## src/rtl/md5_block_ctrl.sv

```systemverilog
// MD5 single-block controller: sequences 64 rounds through an external round
// stage and folds the working registers back into the chaining value.
module md5_block_ctrl (
  input  logic         clk,
  input  logic         rst,
  input  logic         start,
  input  logic [511:0] block,
  input  logic [127:0] h_in,
  output logic         ready,
  output logic         done,
  output logic [127:0] h_out,
  output logic         rnd_valid,
  output logic [31:0]  rnd_a,
  output logic [31:0]  rnd_b,
  output logic [31:0]  rnd_c,
  output logic [31:0]  rnd_d,
  output logic [31:0]  rnd_m,
  output logic [4:0]   rnd_s,
  output logic [31:0]  rnd_t,
  output logic [1:0]   rnd_r,
  input  logic [31:0]  rnd_next_a
);

  typedef enum logic [1:0] {IDLE, RUN, FINAL} state_t;

  state_t        state_q, state_d;
  logic [5:0]    i_q, i_d;
  logic [31:0]   a_q, a_d, b_q, b_d, c_q, c_d, d_q, d_d;
  logic [511:0]  blk_q, blk_d;
  logic [127:0]  h_q, h_d;
  logic [127:0]  h_out_q, h_out_d;
  logic          done_q, done_d;
  logic          ready_q, ready_d;
  logic          vld_q, vld_d;
  logic [3:0]    g;

  function automatic logic [31:0] k_const(input logic [5:0] idx);
    case (idx)
      6'd0:  k_const = 32'hd76aa478; 6'd1:  k_const = 32'he8c7b756;
      6'd2:  k_const = 32'h242070db; 6'd3:  k_const = 32'hc1bdceee;
      6'd4:  k_const = 32'hf57c0faf; 6'd5:  k_const = 32'h4787c62a;
      6'd6:  k_const = 32'ha8304613; 6'd7:  k_const = 32'hfd469501;
      6'd8:  k_const = 32'h698098d8; 6'd9:  k_const = 32'h8b44f7af;
      6'd10: k_const = 32'hffff5bb1; 6'd11: k_const = 32'h895cd7be;
      6'd12: k_const = 32'h6b901122; 6'd13: k_const = 32'hfd987193;
      6'd14: k_const = 32'ha679438e; 6'd15: k_const = 32'h49b40821;
      6'd16: k_const = 32'hf61e2562; 6'd17: k_const = 32'hc040b340;
      6'd18: k_const = 32'h265e5a51; 6'd19: k_const = 32'he9b6c7aa;
      6'd20: k_const = 32'hd62f105d; 6'd21: k_const = 32'h02441453;
      6'd22: k_const = 32'hd8a1e681; 6'd23: k_const = 32'he7d3fbc8;
      6'd24: k_const = 32'h21e1cde6; 6'd25: k_const = 32'hc33707d6;
      6'd26: k_const = 32'hf4d50d87; 6'd27: k_const = 32'h455a14ed;
      6'd28: k_const = 32'ha9e3e905; 6'd29: k_const = 32'hfcefa3f8;
      6'd30: k_const = 32'h676f02d9; 6'd31: k_const = 32'h8d2a4c8a;
      6'd32: k_const = 32'hfffa3942; 6'd33: k_const = 32'h8771f681;
      6'd34: k_const = 32'h6d9d6122; 6'd35: k_const = 32'hfde5380c;
      6'd36: k_const = 32'ha4beea44; 6'd37: k_const = 32'h4bdecfa9;
      6'd38: k_const = 32'hf6bb4b60; 6'd39: k_const = 32'hbebfbc70;
      6'd40: k_const = 32'h289b7ec6; 6'd41: k_const = 32'heaa127fa;
      6'd42: k_const = 32'hd4ef3085; 6'd43: k_const = 32'h04881d05;
      6'd44: k_const = 32'hd9d4d039; 6'd45: k_const = 32'he6db99e5;
      6'd46: k_const = 32'h1fa27cf8; 6'd47: k_const = 32'hc4ac5665;
      6'd48: k_const = 32'hf4292244; 6'd49: k_const = 32'h432aff97;
      6'd50: k_const = 32'hab9423a7; 6'd51: k_const = 32'hfc93a039;
      6'd52: k_const = 32'h655b59c3; 6'd53: k_const = 32'h8f0ccc92;
      6'd54: k_const = 32'hffeff47d; 6'd55: k_const = 32'h85845dd1;
      6'd56: k_const = 32'h6fa87e4f; 6'd57: k_const = 32'hfe2ce6e0;
      6'd58: k_const = 32'ha3014314; 6'd59: k_const = 32'h4e0811a1;
      6'd60: k_const = 32'hf7537e82; 6'd61: k_const = 32'hbd3af235;
      6'd62: k_const = 32'h2ad7d2bb; default: k_const = 32'heb86d391;
    endcase
  endfunction

  function automatic logic [4:0] s_const(input logic [1:0] r, input logic [1:0] j);
    case ({r, j})
      4'h0: s_const = 5'd7;  4'h1: s_const = 5'd12; 4'h2: s_const = 5'd17; 4'h3: s_const = 5'd22;
      4'h4: s_const = 5'd5;  4'h5: s_const = 5'd9;  4'h6: s_const = 5'd14; 4'h7: s_const = 5'd20;
      4'h8: s_const = 5'd4;  4'h9: s_const = 5'd11; 4'ha: s_const = 5'd16; 4'hb: s_const = 5'd23;
      4'hc: s_const = 5'd6;  4'hd: s_const = 5'd10; 4'he: s_const = 5'd15; default: s_const = 5'd21;
    endcase
  endfunction

  // Message schedule: only i mod 16 matters, so 4-bit arithmetic wraps correctly.
  always_comb begin
    case (i_q[5:4])
      2'd0:    g = i_q[3:0];
      2'd1:    g = i_q[3:0] * 4'd5 + 4'd1;
      2'd2:    g = i_q[3:0] * 4'd3 + 4'd5;
      default: g = i_q[3:0] * 4'd7;
    endcase
  end

  assign rnd_r     = i_q[5:4];
  assign rnd_m     = blk_q[{g, 5'd0} +: 32];
  assign rnd_s     = s_const(i_q[5:4], i_q[1:0]);
  assign rnd_t     = k_const(i_q);
  assign rnd_a     = a_q;
  assign rnd_b     = b_q;
  assign rnd_c     = c_q;
  assign rnd_d     = d_q;
  assign rnd_valid = vld_q;
  assign ready     = ready_q;
  assign done      = done_q;
  assign h_out     = h_out_q;

  always_comb begin
    state_d = state_q;
    i_d     = i_q;
    a_d     = a_q;
    b_d     = b_q;
    c_d     = c_q;
    d_d     = d_q;
    blk_d   = blk_q;
    h_d     = h_q;
    h_out_d = h_out_q;
    done_d  = 1'b0;
    ready_d = ready_q;
    vld_d   = vld_q;
    case (state_q)
      IDLE: begin
        if (start) begin
          blk_d   = block;
          h_d     = h_in;
          a_d     = h_in[31:0];
          b_d     = h_in[63:32];
          c_d     = h_in[95:64];
          d_d     = h_in[127:96];
          i_d     = 6'd0;
          state_d = RUN;
          ready_d = 1'b0;
          vld_d   = 1'b1;
        end
      end
      RUN: begin
        a_d = d_q;
        b_d = rnd_next_a;
        c_d = b_q;
        d_d = c_q;
        i_d = i_q + 6'd1;
        if (i_q == 6'd63) begin
          state_d = FINAL;
          vld_d   = 1'b0;
        end
      end
      default: begin
        // Per-word adds; carries never cross a 32-bit boundary.
        h_out_d = {h_q[127:96] + d_q, h_q[95:64] + c_q,
                   h_q[63:32] + b_q, h_q[31:0] + a_q};
        done_d  = 1'b1;
        ready_d = 1'b1;
        state_d = IDLE;
      end
    endcase
  end

  always_ff @(posedge clk) begin
    if (rst) begin
      state_q <= IDLE;
      i_q     <= 6'd0;
      a_q     <= 32'd0;
      b_q     <= 32'd0;
      c_q     <= 32'd0;
      d_q     <= 32'd0;
      blk_q   <= 512'd0;
      h_q     <= 128'd0;
      h_out_q <= 128'd0;
      done_q  <= 1'b0;
      ready_q <= 1'b1;
      vld_q   <= 1'b0;
    end else begin
      state_q <= state_d;
      i_q     <= i_d;
      a_q     <= a_d;
      b_q     <= b_d;
      c_q     <= c_d;
      d_q     <= d_d;
      blk_q   <= blk_d;
      h_q     <= h_d;
      h_out_q <= h_out_d;
      done_q  <= done_d;
      ready_q <= ready_d;
      vld_q   <= vld_d;
    end
  end

endmodule
```

## config.mk

```make
export PLATFORM = sky130hd
export DESIGN_NAME = md5_block_ctrl
export DESIGN_NICKNAME = d
export VERILOG_FILES = /design/src/rtl/md5_block_ctrl.sv
export SDC_FILE = /design/constraint.sdc
export NUM_CORES = 2
export LEC_CHECK = 0
export BUFFER_PORTS_ARGS = -buffer_cell sky130_fd_sc_hd__buf_2
export CAP_MARGIN = 20
export CORE_AREA = 2 2 386 388
export CTS_CLUSTER_DIAMETER = 200
export DETAILED_ROUTE_END_ITERATION = 10
export DIE_AREA = 0 0 388 390
export SLEW_MARGIN = 20
export SYNTH_ARGS = -nofsm -noshare
export SYNTH_HDL_FRONTEND = slang
export SYNTH_SLANG_ARGS = --single-unit
```

## constraint.sdc

```tcl
create_clock -name clk -period 3.6 [get_ports clk]
set_clock_uncertainty 0.05 [all_clocks]
set_input_delay 0.18 -clock clk [delete_from_list [all_inputs] [get_ports clk]]
set_output_delay 0.18 -clock clk [all_outputs]
set_load 0.03 [all_outputs]
```

Word-level counts from Yosys, hierarchy flattened
Memory sizes are Yosys's and may differ from the RTL's. A register that Yosys moved wholly into a read port is not among the register bits.
Index checks and enable logic that the tools add are counted.
{ "classes": {"n_addsub": 7, "multipliers": 3, "eq_ne": 6, "n_shift": 1, "n_mux": 24, "bitwise": 1, "reduce_logical": 9} }
{ "op_table": {"columns": ["op", "n"], "rows": [
  ["indexed part select 512 x 10 -> 32 bit", 1],
  ["case mux 32 bit (2 select lines)", 4],
  ["adder 32 bit", 4],
  ["2-to-1 mux 32 bit", 4],
  ["2-to-1 mux 6 bit", 3],
  ["case mux 4 bit (3 select lines)", 1],
  ["case mux 6 bit (2 select lines)", 1],
  ["multiplier 4 x 3 -> 4 bit (second input constant)", 2],
  ["2-to-1 mux 4 bit", 2],
  ["AND reduction 2 bit", 4],
  ["adder 6 x 1 -> 6 bit (second input constant)", 1],
  ["equality test 6 bit (second input constant)", 1],
  ["adder 4 x 1 -> 4 bit (second input constant)", 1],
  ["adder 4 x 3 -> 4 bit (second input constant)", 1],
  ["equality test 2 x 1 -> 1 bit (second input constant)", 2],
  ["zero test 2 bit", 2],
  ["multiplier 4 x 2 -> 4 bit (second input constant)", 1],
  ["2-to-1 mux 1 bit", 4],
  ["2-to-1 mux 2 bit", 2],
  ["inequality test 2 bit (second input constant)", 2],
  ["case mux 1 bit (2 select lines)", 2],
  ["case mux 2 bit (2 select lines)", 1],
  ["AND reduction 3 bit", 1],
  ["equality test 2 bit (second input constant)", 1],
  ["other kinds (3)", 3]
]} }
{ "word_totals": {"register_bits": 907, "rom_bits": 2128, "in_bits": 675, "output_inout_bits": 330, "wordCells": 65, "mem_count": 2} }
{ "mem_list": {"columns": ["name", "words", "word_bits", "rd", "rd_ports_with_merged_regs", "wr", "line_no", "text"], "rows": [
  ["(name not given)", 64, 32, 1, 1, 0, "38", "case (idx)"],
  ["(name not given)", 16, 5, 1, 1, 0, "75", "case ({r, j})"]
]} }

Logic depth before layout (Yosys ltp)
{ "depth": {"word_depth": 5, "ltp_mapped": 14, "ltp_nobuf": 12} }

Worst setup path before layout
No wires, ideal clock.
{ "synth_path": {"kind": "reg2out", "start": "register i_q[0]", "end": "output port rnd_m[10]", "t_arrival_ps": 3101, "t_required_ps": 3370, "slack_ps": 269, "stages_incl_launch_ff": 11, "cell_sequence": "dfxtp_1 -> buf_2 -> inv_1 -> fa_1 -> inv_1 -> ha_1 -> mux4_2 -> clkbuf_1 -> buf_2 -> mux2i_1 -> a21oi_1"} }
{ "synth_via": {"elab_chain_cells": 4} }
{ "synth_lines": {"columns": ["element", "line_no", "text"], "rows": [
  ["start, declared", "27", "logic [5:0] i_q, i_d;"],
  ["start signal, assigned", "172", "i_q <= i_d;"],
  ["multiplier 4 x 2 -> 4 bit or multiplier 4 x 3 -> 4 bit (tied branches)", "88, 87", null],
  ["adder 4 x 3 -> 4 bit or adder 4 x 1 -> 4 bit (tied branches)", "88, 87", null],
  ["case mux 4 bit (3 select lines) (*)", "85", "case (i_q[5:4])"],
  ["indexed part select 512 x 10 -> 32 bit (*)", "94", "assign rnd_m = blk_q[{g, 5'd0} +: 32];"],
  ["end, declared", "17", "output logic [31:0] rnd_m,"]
]} }
Every way passes the cells marked *; elsewhere a longest branch is shown, timed or not.

Worst setup path in the final report
{ "layout_path": {"start": "register i_q[2]", "end": "output port rnd_m[13]"} }
Same word-level chain as after synthesis.

==> metrics.cfg <==
[yosys]
synth-simple-area-share_pct = 19.7
synth_warnings = 0
synth_top_area_share_pct = 41.0
synth_area_leaders = dfxtp_1 (41%), nand2_1 (14%), a21oi_1 (9.5%)
synth_top_area_cell = dfxtp_1
synthCells = 5763
ys_seq_area_share_pct = 41.0
synth_ff_type = dfxtp_1
ys_seq_elements = 944
synth_edf_count = 0
synth_xor_area_share_pct = 2.35
synthMuxAreaShare_pct = 8.22
syn_avg_cell_area_sq_um = 8.01
synth_cell_types = 98
syn_area_sq_um = 46100
async_flop_share_pct = 0
synth-adder-area-share_pct = 4.30
synthTopCellsByCount = nand2_1 (1,757), dfxtp_1 (944), a21oi_1 (875), clkbuf_1 (364), nor2_1 (333)
synth_fp_nets = 6593
synth_compound_gate_area_share_pct = 19.9
yosys.cell_count.top_type = nand2_1
synth_top_family_by_area = compound AO/OA/AOI/OAI gates

[worst_setup_path]
worstSetupPathType = flop to output port
regToRegSetupSlack_ns = 0.21
r2r-end = rnd_b[19]
cp_max_fo = 8
end_kind = output port
reg2reg_from = state_q[1]
required_ns = 3.37
cp-start-kind = flop
r2r_cells = 7
critPathArrivalTime_ns = 3.81

[final_layout]
drive_gt1_share_pct = 23.0
syn_to_final_growth_pct = 43.7
nNetsFinal = 8198
instances_no_fill = 9404
final_util_pct = 45.0

[placed_design]
post-dp-hpwl_um = 176000
placed_cells = 8436
io_buffers = 1004
finalWeightedCongestion = 0.997

[floorplan]
fp.coreArea_sq_um = 147000
placementRows = 141
die_area_sq_um = 151000
die_w_um = 388
die_y_um = 390
io_pins = 1005
start_util_pct = 31.4

[clock_tree]
cts.sinks = 944
cts_buffers = 107
cts_buffer_depth = 3
cts_root_buffer = clkbuf_16
htreeDepth = 3
clock_latency_ns = 0.74
cts_tree = built
clk_pin_slew_worst_paths_ns = 0.05

[min_path]
hold_end = blk_q[69]
worstHoldPathCells = 4
min_from = block[69]
hold_path.class = input port to flop

[global_routing]
grt_overflow_total = 0
grt_usage_pct = 30.5
grt_first_pass_wirelength_um = 343000
grt_max_degree = 205
antenna_found_initial = 42
grt_pass1_vias = 49400

[run]
maxCapViolCount = 0

[detailed_routing]
wl_um = 242000
drc = 0
dr_wl_met3_um = 25400
dr_wl_met2_um = 104000
wl_per_cell_um = 25.8
firstDrtPassIters = 7
maxUsedRoutingLayer = met5
ant_nets = 0
vias = 51700
drt_iter0_drc = 5409
routedLengthMet1_um = 97500
viasPerCell = 5.50

[sta]
min_period_ns = 4.04
fin_tns_setup_ns = -11.37
finalMaxSlewViolations = 0
setup_viol = 32
max_freq_mhz = 247
hold_viol_final = 0
setup_ws_ns = -0.441
period_share_pct = 112
rsz0062_at_grt = true
timing.slew.headroom_pct = 25.5
fin_hold_ws_ns = 0.199
worstMarginPinSlew_ns = 1.12

[pwr]
finalPower_mw = 28.3
peakVddDrop_v = 0.000380
p_leak_nw = 27.6
powerDensity_nw_per_um2 = 427

[outcome]
violations = setup timing
status = finished, violations left

==> placed cells by master, fill, tap and decap left out, drive strengths merged, types with 41 or more instances in the layout <==
cell         netlist  final
nand2           1758   1758
buf               87   1260
dfxtp            944    944
a21oi            878    878
dlygate4sd3        0    687
nor2             334    334
o21ai            191    191
clkbuf           364    159
ha               149    149
a311oi           135    135
mux4             130    130
mux2i             83     83
xnor2             64     64
a211oi            63     63
xor2              60     60
inv               49     52
a21o              49     49
nor2b             41     41
==> cell families after synthesis <==
family                     after synthesis
AOI/OAI and AO/OA                     1524
xor gates and xnor gates               124
adders and majority gates              155
buffers and inverters                  502
DFF                                    944
muxes                                  216
and+or+nand+nor                       2298
==> layout make-up <==
cell class                 instances  area [sq um]
fill                           14200         80900
multi-input combinational       4317         26000
sequential                       944         18900
timing repair buffer            1949         15100
clock buffer                     157          3140
tap                             1930          2410
clock inverter                    32           467
inverter                          49           186
antenna                           26          65.1
==> stage by stage <==
step	area (sq um)	worst slack, ns
3_5_place_dp	53600	-0.0983
5_1_grt	66300	-0.549
4_1_cts	65700	-0.488
6_report	66300	-0.441
2_1_floorplan	46100	0.269
3_3_place_gp	53600	-0.0998
==> how the worst max path moves through the flow <==
stage / slack (ns) / from / endpoint / cells after the start
floorplan: 0.27 / i_q[0] / rnd_m[10] / 10
global placement: -0.1 / i_q[0] / rnd_m[4] / 12
detailed placement: -0.1 / i_q[0] / rnd_m[4] / 12
CTS: -0.49 / i_q[0] / rnd_m[10] / 15
global route: -0.55 / i_q[0] / rnd_m[16] / 14
finish: -0.44 / i_q[2] / rnd_m[13] / 12
==> what timing repair did <==
item	CTS	global route
hold buffers	687	0
pin swaps	36	36
setup endpoints to repair	32	32
cloned	15	2
setup buffers	40	21
resized for setup	203	84
hold endpoints to repair	773	0
==> worst max-delay path, stage by stage, from the launching register on <==
cell       delay [ns]
dfxtp_2          0.33
inv_2            0.04
buf_4            0.13
ha_4             0.21
fa_1             0.50
inv_1            0.04
mux4_4           0.69
clkbuf_16        0.22
buf_16           0.15
buf_12           0.15
mux2i_4          0.20
a21oi_4          0.24
buf_6            0.17
==> flip-flops by register name, indices dropped and copies added, names as in the netlist <==
register and flops:
ready 1, h_out 128, rnd_s 5, rnd_c 32, h_q 128, rnd_a 32, rnd_b 32, state_q 2
rnd_t 32, rnd_d 32, i_q 6, rnd_valid 1, blk_q 512, done 1
==> report_power, final <==
group / switching [mW] / total, mW / internal [mW]
combinational: 3.18 / 5.35 / 2.17
sequential: 0.566 / 11.6 / 11.0
clock: 4.75 / 11.4 / 6.60
==> layer usage <==
layer | global-route usage [%] | vias up
met5 | 0 | -
met4 | 15.7 | 24
met3 | 8.40 | 696
met2 | 46.3 | 2909
met1 | 39.6 | 24900
li1 | - | 23200
Power figures use the tool's default switching activity.
